===== src/rtl/ptw_pkg.sv =====
// Shared types and constants for the page-table walker.
// Holds the walker state enum, PTE bit positions, the packed PTE layout
// and the VPN/PPN widths used by the walker, its interface and pte_check.
package ptw_pkg;

    localparam int VPN_W         = 20;
    localparam int PPN_W         = 22;
    localparam int VPN_PART_W    = 10;
    localparam int PAGE_OFFSET_W = 12;

    localparam int PTE_V_BIT   = 0;
    localparam int PTE_R_BIT   = 1;
    localparam int PTE_W_BIT   = 2;
    localparam int PTE_X_BIT   = 3;
    localparam int PTE_PPN_LSB = 10;

    typedef enum logic [2:0] {
        S_IDLE    = 3'd0,
        S_L1_REQ  = 3'd1,
        S_L1_WAIT = 3'd2,
        S_L0_REQ  = 3'd3,
        S_L0_WAIT = 3'd4,
        S_DONE    = 3'd5,
        S_FAULT   = 3'd6
    } ptw_state_e;

    typedef struct packed {
        logic [PPN_W-1:0] ppn;   // bits 31:10
        logic [1:0]       rsw;   // bits 9:8
        logic             d;     // bit 7
        logic             a;     // bit 6
        logic             g;     // bit 5
        logic             u;     // bit 4
        logic             x;     // bit 3
        logic             w;     // bit 2
        logic             r;     // bit 1
        logic             v;     // bit 0
    } pte_t;

endpackage


===== src/rtl/page_table_walker_if.sv =====
// Bus bundle for the page-table walker.
// Miss request (i_miss_*, o_miss_ready, i_ptbr), PTE memory read
// request/response (o_mem_req_*, i_mem_req_ready, i_mem_resp_*),
// TLB fill (o_tlb_write_*), fault strobe and busy flag.
// slave  : the walker side.
// master : the environment side (TLB miss source + memory).
interface page_table_walker_if
    import ptw_pkg::*;
#(
    parameter int VA_WIDTH  = 32,
    parameter int PA_WIDTH  = 34,
    parameter int PTE_WIDTH = 32
) ();

    logic                 i_miss_valid;
    logic [VA_WIDTH-1:0]  i_miss_vaddr;
    logic                 o_miss_ready;
    logic [PPN_W-1:0]     i_ptbr;

    logic                 o_mem_req_valid;
    logic                 i_mem_req_ready;
    logic [PA_WIDTH-1:0]  o_mem_req_addr;
    logic                 i_mem_resp_valid;
    logic [PTE_WIDTH-1:0] i_mem_resp_data;

    logic                 o_tlb_write_enable;
    logic [VPN_W-1:0]     o_tlb_write_vpn;
    logic [PPN_W-1:0]     o_tlb_write_ppn;
    logic                 o_fault;
    logic                 o_busy;

    modport slave (
        input  i_miss_valid, i_miss_vaddr, i_ptbr,
        input  i_mem_req_ready, i_mem_resp_valid, i_mem_resp_data,
        output o_miss_ready, o_mem_req_valid, o_mem_req_addr,
        output o_tlb_write_enable, o_tlb_write_vpn, o_tlb_write_ppn,
        output o_fault, o_busy
    );

    modport master (
        output i_miss_valid, i_miss_vaddr, i_ptbr,
        output i_mem_req_ready, i_mem_resp_valid, i_mem_resp_data,
        input  o_miss_ready, o_mem_req_valid, o_mem_req_addr,
        input  o_tlb_write_enable, o_tlb_write_vpn, o_tlb_write_ppn,
        input  o_fault, o_busy
    );

endinterface


===== src/rtl/pte_check.sv =====
// Combinational PTE decode.
// pte        : PTE as returned by memory
// valid      : V set and not the reserved R=0/W=1 encoding
// leaf       : R or X set (translation ends here)
// misaligned : low 10 PPN bits non-zero (illegal for a level-1 superpage)
module pte_check
    import ptw_pkg::*;
(
    input  pte_t pte,
    output logic valid,
    output logic leaf,
    output logic misaligned
);

    assign valid      = pte.v & ~(~pte.r & pte.w);
    assign leaf       = pte.r | pte.x;
    assign misaligned = |pte.ppn[VPN_PART_W-1:0];

    logic unused_pte_bits;
    assign unused_pte_bits = ^{pte.ppn[PPN_W-1:VPN_PART_W], pte.rsw,
                               pte.d, pte.a, pte.g, pte.u};

endmodule


===== src/rtl/page_table_walker.sv =====
// Two-level page-table walker.
// clk : single clock, rising edge
// rst : synchronous active-low reset
// bus : slave side of page_table_walker_if (miss in, PTE reads out,
//       TLB fill / fault strobes, busy)
//
// state     | meaning
// ----------+-----------------------------------------------
// S_IDLE    | ready for a miss
// S_L1_REQ  | level-1 PTE read request held until accepted
// S_L1_WAIT | waiting for the level-1 PTE
// S_L0_REQ  | level-0 PTE read request held until accepted
// S_L0_WAIT | waiting for the level-0 PTE
// S_DONE    | one-cycle TLB fill strobe
// S_FAULT   | one-cycle page-fault strobe
module page_table_walker
    import ptw_pkg::*;
#(
    parameter int VA_WIDTH  = 32,
    parameter int PA_WIDTH  = 34,
    parameter int PTE_WIDTH = 32
) (
    input  logic                clk,
    input  logic                rst,
    page_table_walker_if.slave  bus
);

    ptw_state_e        state_q, state_d;
    logic [VPN_W-1:0]  vpn_q;
    logic [PPN_W-1:0]  ptbr_q;
    logic [PPN_W-1:0]  pte_ppn_q;
    logic [PPN_W-1:0]  fill_ppn_q;

    pte_t              resp_pte;
    logic              pte_valid, pte_leaf, pte_misaligned;
    logic [PA_WIDTH-1:0] l1_addr, l0_addr;

    assign resp_pte = pte_t'(bus.i_mem_resp_data[31:0]);

    pte_check u_pte_check (
        .pte        (resp_pte),
        .valid      (pte_valid),
        .leaf       (pte_leaf),
        .misaligned (pte_misaligned)
    );

    // Index * 4 is done as a 2-bit shift; both terms are zero-extended.
    assign l1_addr = PA_WIDTH'({ptbr_q, {PAGE_OFFSET_W{1'b0}}})
                   + PA_WIDTH'({vpn_q[VPN_W-1:VPN_PART_W], 2'b00});
    assign l0_addr = PA_WIDTH'({pte_ppn_q, {PAGE_OFFSET_W{1'b0}}})
                   + PA_WIDTH'({vpn_q[VPN_PART_W-1:0], 2'b00});

    always_comb begin
        state_d                = state_q;
        bus.o_miss_ready       = 1'b0;
        bus.o_mem_req_valid    = 1'b0;
        bus.o_mem_req_addr     = '0;
        bus.o_tlb_write_enable = 1'b0;
        bus.o_fault            = 1'b0;
        case (state_q)
            S_IDLE: begin
                bus.o_miss_ready = 1'b1;
                if (bus.i_miss_valid) state_d = S_L1_REQ;
            end
            S_L1_REQ: begin
                bus.o_mem_req_valid = 1'b1;
                bus.o_mem_req_addr  = l1_addr;
                if (bus.i_mem_req_ready) state_d = S_L1_WAIT;
            end
            S_L1_WAIT: begin
                if (bus.i_mem_resp_valid) begin
                    if (!pte_valid)          state_d = S_FAULT;
                    else if (!pte_leaf)      state_d = S_L0_REQ;
                    else if (pte_misaligned) state_d = S_FAULT;
                    else                     state_d = S_DONE;
                end
            end
            S_L0_REQ: begin
                bus.o_mem_req_valid = 1'b1;
                bus.o_mem_req_addr  = l0_addr;
                if (bus.i_mem_req_ready) state_d = S_L0_WAIT;
            end
            S_L0_WAIT: begin
                if (bus.i_mem_resp_valid) begin
                    // A pointer at the last level has nowhere left to go.
                    if (pte_valid && pte_leaf) state_d = S_DONE;
                    else                       state_d = S_FAULT;
                end
            end
            S_DONE: begin
                bus.o_tlb_write_enable = 1'b1;
                state_d = S_IDLE;
            end
            S_FAULT: begin
                bus.o_fault = 1'b1;
                state_d = S_IDLE;
            end
            default: state_d = S_IDLE;
        endcase
    end

    always_ff @(posedge clk) begin
        if (!rst) begin
            state_q    <= S_IDLE;
            vpn_q      <= '0;
            ptbr_q     <= '0;
            pte_ppn_q  <= '0;
            fill_ppn_q <= '0;
        end else begin
            state_q <= state_d;
            if (state_q == S_IDLE && bus.i_miss_valid) begin
                vpn_q  <= bus.i_miss_vaddr[31:12];
                ptbr_q <= bus.i_ptbr;
            end
            if (state_q == S_L1_WAIT && bus.i_mem_resp_valid) begin
                pte_ppn_q  <= resp_pte.ppn;
                // Superpage: upper PPN from the PTE, lower part from the VA.
                fill_ppn_q <= {resp_pte.ppn[PPN_W-1:VPN_PART_W], vpn_q[VPN_PART_W-1:0]};
            end
            if (state_q == S_L0_WAIT && bus.i_mem_resp_valid) begin
                fill_ppn_q <= resp_pte.ppn;
            end
        end
    end

    assign bus.o_busy          = (state_q != S_IDLE);
    assign bus.o_tlb_write_vpn = vpn_q;
    assign bus.o_tlb_write_ppn = fill_ppn_q;

    logic unused_vaddr_bits;
    assign unused_vaddr_bits = ^bus.i_miss_vaddr[11:0];

endmodule


===== src/flat_wrapper.sv =====
// flat-port wrapper written by rule: the top's interface ports become plain ports
module page_table_walker_flat import ptw_pkg::*;
#(
    parameter int VA_WIDTH  = 32,
    parameter int PA_WIDTH  = 34,
    parameter int PTE_WIDTH = 32
)
  (clk, rst, bus_i_miss_valid, bus_i_miss_vaddr, bus_i_ptbr, bus_i_mem_req_ready, bus_i_mem_resp_valid, bus_i_mem_resp_data, bus_o_miss_ready, bus_o_mem_req_valid, bus_o_mem_req_addr, bus_o_tlb_write_enable, bus_o_tlb_write_vpn, bus_o_tlb_write_ppn, bus_o_fault, bus_o_busy);
  page_table_walker_if #(.VA_WIDTH(VA_WIDTH), .PA_WIDTH(PA_WIDTH), .PTE_WIDTH(PTE_WIDTH)) bus_i ();
  input  logic clk;
  input  logic rst;
  input wire logic [$bits(bus_i.i_miss_valid)-1:0] bus_i_miss_valid;
  input wire logic [$bits(bus_i.i_miss_vaddr)-1:0] bus_i_miss_vaddr;
  input wire logic [$bits(bus_i.i_ptbr)-1:0] bus_i_ptbr;
  input wire logic [$bits(bus_i.i_mem_req_ready)-1:0] bus_i_mem_req_ready;
  input wire logic [$bits(bus_i.i_mem_resp_valid)-1:0] bus_i_mem_resp_valid;
  input wire logic [$bits(bus_i.i_mem_resp_data)-1:0] bus_i_mem_resp_data;
  output wire logic [$bits(bus_i.o_miss_ready)-1:0] bus_o_miss_ready;
  output wire logic [$bits(bus_i.o_mem_req_valid)-1:0] bus_o_mem_req_valid;
  output wire logic [$bits(bus_i.o_mem_req_addr)-1:0] bus_o_mem_req_addr;
  output wire logic [$bits(bus_i.o_tlb_write_enable)-1:0] bus_o_tlb_write_enable;
  output wire logic [$bits(bus_i.o_tlb_write_vpn)-1:0] bus_o_tlb_write_vpn;
  output wire logic [$bits(bus_i.o_tlb_write_ppn)-1:0] bus_o_tlb_write_ppn;
  output wire logic [$bits(bus_i.o_fault)-1:0] bus_o_fault;
  output wire logic [$bits(bus_i.o_busy)-1:0] bus_o_busy;
  assign bus_i.i_miss_valid = bus_i_miss_valid;
  assign bus_i.i_miss_vaddr = bus_i_miss_vaddr;
  assign bus_i.i_ptbr = bus_i_ptbr;
  assign bus_i.i_mem_req_ready = bus_i_mem_req_ready;
  assign bus_i.i_mem_resp_valid = bus_i_mem_resp_valid;
  assign bus_i.i_mem_resp_data = bus_i_mem_resp_data;
  assign bus_o_miss_ready = bus_i.o_miss_ready;
  assign bus_o_mem_req_valid = bus_i.o_mem_req_valid;
  assign bus_o_mem_req_addr = bus_i.o_mem_req_addr;
  assign bus_o_tlb_write_enable = bus_i.o_tlb_write_enable;
  assign bus_o_tlb_write_vpn = bus_i.o_tlb_write_vpn;
  assign bus_o_tlb_write_ppn = bus_i.o_tlb_write_ppn;
  assign bus_o_fault = bus_i.o_fault;
  assign bus_o_busy = bus_i.o_busy;
  page_table_walker #(.VA_WIDTH(VA_WIDTH), .PA_WIDTH(PA_WIDTH), .PTE_WIDTH(PTE_WIDTH)) u_core (.clk(clk), .rst(rst), .bus(bus_i));
endmodule

===== config.mk =====
export PLATFORM = sky130hd
export DESIGN_NAME = page_table_walker_flat
export DESIGN_NICKNAME = d
export VERILOG_FILES = /design/src/rtl/ptw_pkg.sv /design/src/rtl/page_table_walker_if.sv /design/src/rtl/pte_check.sv /design/src/rtl/page_table_walker.sv /design/src/flat_wrapper.sv
export SDC_FILE = /design/constraint.sdc
export NUM_CORES = 1
export LEC_CHECK = 0
export CAP_MARGIN = 20
export CORE_UTILIZATION = 35
export DETAILED_ROUTE_END_ITERATION = 6
export PLACE_DENSITY = 0.68
export SYNTH_ARGS = -nofsm -noshare
export SYNTH_HDL_FRONTEND = slang
export SYNTH_HIERARCHICAL = 1
export SYNTH_SLANG_ARGS = --single-unit
export TNS_END_PERCENT = 10

===== constraint.sdc =====
create_clock -name clk -period 1.9 [get_ports clk]
set_input_delay 0.285 -clock clk [delete_from_list [all_inputs] [get_ports clk]]
set_output_delay 0.285 -clock clk [all_outputs]
set_load 0.05 [all_outputs]

==> tab_implementation.tex <==
\begin{tabular}{lr}
\hline
Metric & Value \\
\hline
\multicolumn{2}{l}{\textbf{STA}} \\
Post-layout minimum cycle time & 1.95 ns \\
Post-route worst setup slack & -0.0491 ns \\
Number of pins exceeding their max-slew limit in the final report & 0 \\
Final setup skew & about 0.0085 ns \\
Setup\_tns & -0.339 ns \\
Max transition margin & 63.6\% \\
Number of setup violations in the final report & 15 \\
Final period utilization & 103\% \\
Transition at the pin with the smallest max-transition slack & 0.544 ns \\
Max Freq & 513 MHz \\
Number of hold violations in the final report & 0 \\
RSZ-0062 raised after global routing & yes \\
\multicolumn{2}{l}{\textbf{Power and ir drop}} \\
Pwr dens & about 1200 mW/mm\^{}2 \\
Total power & 0.00841 W \\
Leakage power & 2.85 nW \\
IR drop worst, VDD & 0.000514 V \\
\multicolumn{2}{l}{\textbf{Outcome}} \\
Violated checks & setup timing \\
Outcome & finished, violations left \\
\multicolumn{2}{l}{\textbf{Detailed routing}} \\
Routed length per instance & 16.6 um \\
Antenna Nets Post-Route & 0 \\
Initial DRT Pass Iterations & 4 \\
Residual DRC count & 0 \\
Via count & 3829 \\
WL final & 12.7 mm \\
Post-detailed-route via-to-cell ratio & 4.99 \\
Violation count after the first detailed-route iteration & 182 \\
\multicolumn{2}{l}{\textbf{Finish}} \\
Highest-count cells in the layout ignoring fill and taps & 142 x sky130\_fd\_sc\_hd\_\_nand2\_1, 100 x sky130\_fd\_sc\_hd\_\_clkdlybuf4s50\_1, 86 x sky130\_fd\_sc\_hd\_\_dfxtp\_1, 64 x sky130\_fd\_sc\_hd\_\_a21boi\_1, 41 x sky130\_fd\_sc\_hd\_\_buf\_12 \\
Finished layout cell area & 0.00681 mm\^{}2 \\
Final instance count without filler cells & 767 \\
Fraction of final layout cells sized beyond drive strength 1 & 22.6\% \\
Most common cell after layout, fill and taps aside & sky130\_fd\_sc\_hd\_\_nand2\_1 \\
Final net count & 710 \\
Fraction of the core area covered by cells at the end of the flow & 59.6\% \\
Area growth syn-to-layout & 65.9\% \\
Diodes inserted & 0 \\
\multicolumn{2}{l}{\textbf{Synthesis}} \\
Compound-Gate Fraction of Synth Area & 23.5\% \\
Largest family of logic cells by synthesized area & compound AO/OA/AOI/OAI gates \\
Register area share after synthesis & 43.4\% \\
Simple-gate share of the synthesized area & 18.4\% \\
Avg Synthesized Cell Area & 8.68 um\^{}2 \\
Multiplexer fraction of the synthesized cell area & 5.61\% \\
Xor and xnor fraction of the mapped netlist area & 0.213\% \\
Area share of fa/ha/maj cells after synthesis & 0\% \\
Synth unique cells & 37 \\
Ys Warns & 6 \\
Flop and latch count out of synthesis & 89 \\
Netlist area before placement & $\sim$0.0041 mm\^{}2 \\
Cell count after synthesis & 473 \\
\multicolumn{2}{l}{\textbf{Clocking}} \\
Clock transition at path regs & 0.06 ns \\
CTS tree & done \\
Buffer cell driving the clock tree root & sky130\_fd\_sc\_hd\_\_clkbuf\_16 \\
Insertion delay to the later sink of the worst-skew pair & 0.35 ns \\
Clock sink count & 89 \\
Largest buffer count on any clock path & 2 \\
H-tree Lvls & 3 \\
TritonCTS buffer count & 9 \\
\multicolumn{2}{l}{\textbf{Placement}} \\
Half-perimeter wire length after detailed placement & 9.15 mm \\
Number of cells after detailed placement & roughly 740 \\
Weighted congestion at the end of routability-driven global placement & 0.818 \\
Number of buffers added on ports & 151 \\
Placed Instance Area & 0.00613 mm\^{}2 \\
\multicolumn{2}{l}{\textbf{Worst setup path}} \\
Top fanout value on the critical path & 5 \\
Critical path required time & 1.62 ns \\
Crit-path slowest cell & sky130\_fd\_sc\_hd\_\_dfxtp\_2 \\
Critical-path cell list & buf\_6 > nor3\_4 > buf\_6 > buf\_8 > a22o\_1 > buf\_12 \\
Reg2reg setup slack & 0.17 ns \\
Delay of the slowest cell on the worst path & roughly 0.34 ns \\
Category of cells accounting for the largest share of critical-path delay & buffers and inverters \\
Startpoint Class & register \\
CP Class & reg2out \\
Buf+Inv Stages, Crit Path & 4 \\
Worst Path Arrival & approximately 1.7 ns \\
Most used cell, CP & sky130\_fd\_sc\_hd\_\_buf\_6 \\
Kind of end point of the critical path & output port \\
\multicolumn{2}{l}{\textbf{Flow run}} \\
Number of max-cap violations & 0 \\
\multicolumn{2}{l}{\textbf{Global route}} \\
GRT overflow & 0 \\
Global-route wire length before repair & $\sim$20 mm \\
Largest net degree at the start of global routing & 47 \\
All-Layer GR Usage & 21.7\% \\
Via count of the first global-routing pass & 3859 \\
Initial antenna violation count & 0 \\
\multicolumn{2}{l}{\textbf{Min path}} \\
Kind of path behind the tightest hold check & in2reg \\
\multicolumn{2}{l}{\textbf{Floorplanning}} \\
Die area & 0.0122 mm\^{}2 \\
Vertical die dimension & 110 um \\
I/O pin count & 172 \\
Number of rows in the core area & 39 \\
Initial Utilization & 36.0\% \\
Core Footprint & 0.0114 mm\^{}2 \\
Die outline width & 110 um \\
\hline
\end{tabular}
==> flip-flops by register name (all words and copies together), names as in the netlist <==
name and flops:
u_core/pte_ppn_q 22, u_core/state_q 3, u_core/bus.o_tlb_write_vpn 20, u_core/ptbr_q 22
u_core/bus.o_tlb_write_ppn 22
==> power breakdown <==
group	internal, W	leakage (nW)	switching, W
clock network	0.00116	0.157	0.000749
logic	0.00168	1.96	0.00233
registers	0.00221	0.727	0.000281
==> per-layer routing <==
| layer | GRT usage [%] | up-vias | wire (um) |
|---|---|---|---|
| met5 | 0 | - | 0 |
| met4 | 10.7 | 0 | 183 |
| met3 | 4.12 | 15 | 686 |
| met2 | 36.9 | 118 | 6520 |
| met1 | 26.1 | 1819 | 5330 |
| li1 | - | 1877 | - |
==> through the flow <==
step / hold slack, ns / worst slack [ns]
after detailed placement: 0.449 / -0.0325
after global placement: 0.441 / 0.0274
final: 0.418 / -0.0491
after floorplan: 0.420 / -0.0140
after global routing: 0.447 / -0.0949
after CTS: 0.414 / -0.0220
==> Yosys cell counts (all sizes together) <==
cell	instances	area share [%]
xor2	1	0.21
or2	2	0.30
nand2b	3	0.46
nor4b	1	0.21
nor3	2	0.49
o311ai	1	0.21
nand3	1	0.12
nor4	2	0.30
inv	4	0.37
a22o	32	6.8
buf	38	6.6
a21boi	65	12
a2bb2oi	1	0.21
mux2i	23	5.6
nand2	142	13
nor3b	1	0.18
a311oi	1	0.37
nor4bb	1	0.24
nor2b	12	1.8
o221a	1	0.27
clkbuf	20	1.8
nor2	7	0.64
dfxtp	89	43
conb	1	0.091
and3	3	0.46
a21oi	4	0.76
o211a	10	2.4
o21ai	3	0.37
a31oi	1	0.15
and2	1	0.15
==> path summary, 6_finish.rpt <==
| path | start | endpoint | cells past startpoint |
|---|---|---|---|
| worst min register to register | u_core/ptbr_q[4] | u_core/ptbr_q[4] | 2 |
| worst max register to register | u_core/state_q[2] | u_core/bus.o_tlb_write_vpn[17] | 7 |
| worst max-delay path | u_core/state_q[2] | bus_o_mem_req_addr[24] | 6 |
| worst min-delay path | rst | u_core/state_q[2] | 2 |
==> cell families (layout without fill, tap and decap cells) <==
logic type,after synthesis,in the layout
AO/OA/AOI/OAI,119,119
XOR/XNOR,1,1
buffers and inverters,62,212
flip-flops,89,89
multiplexers,23,23
other,1,2
AND/OR/NAND/NOR,178,178
==> final cells by class <==
type | instances | area, um^2
fillers | 980 | 4610
repair buffers | 192 | 2280
multi-input cells | 323 | 2230
flip-flops and latches | 89 | 1790
clock buffers | 10 | 229
well taps | 143 | 179
clock inverters | 6 | 91.3
inverters | 4 | 17.5
==> timing repair <==
item | in CTS | in global routing
endpoints found under the hold margin | 0 | 0
endpoints found under the setup margin | 33 | 36
pin swaps | 15 | 7
buffers inserted | 7 | 1
cloned | 2 | 0
gates resized for setup | 24 | 27
hold buffers | 0 | 0
Power figures use the tool's default switching activity.
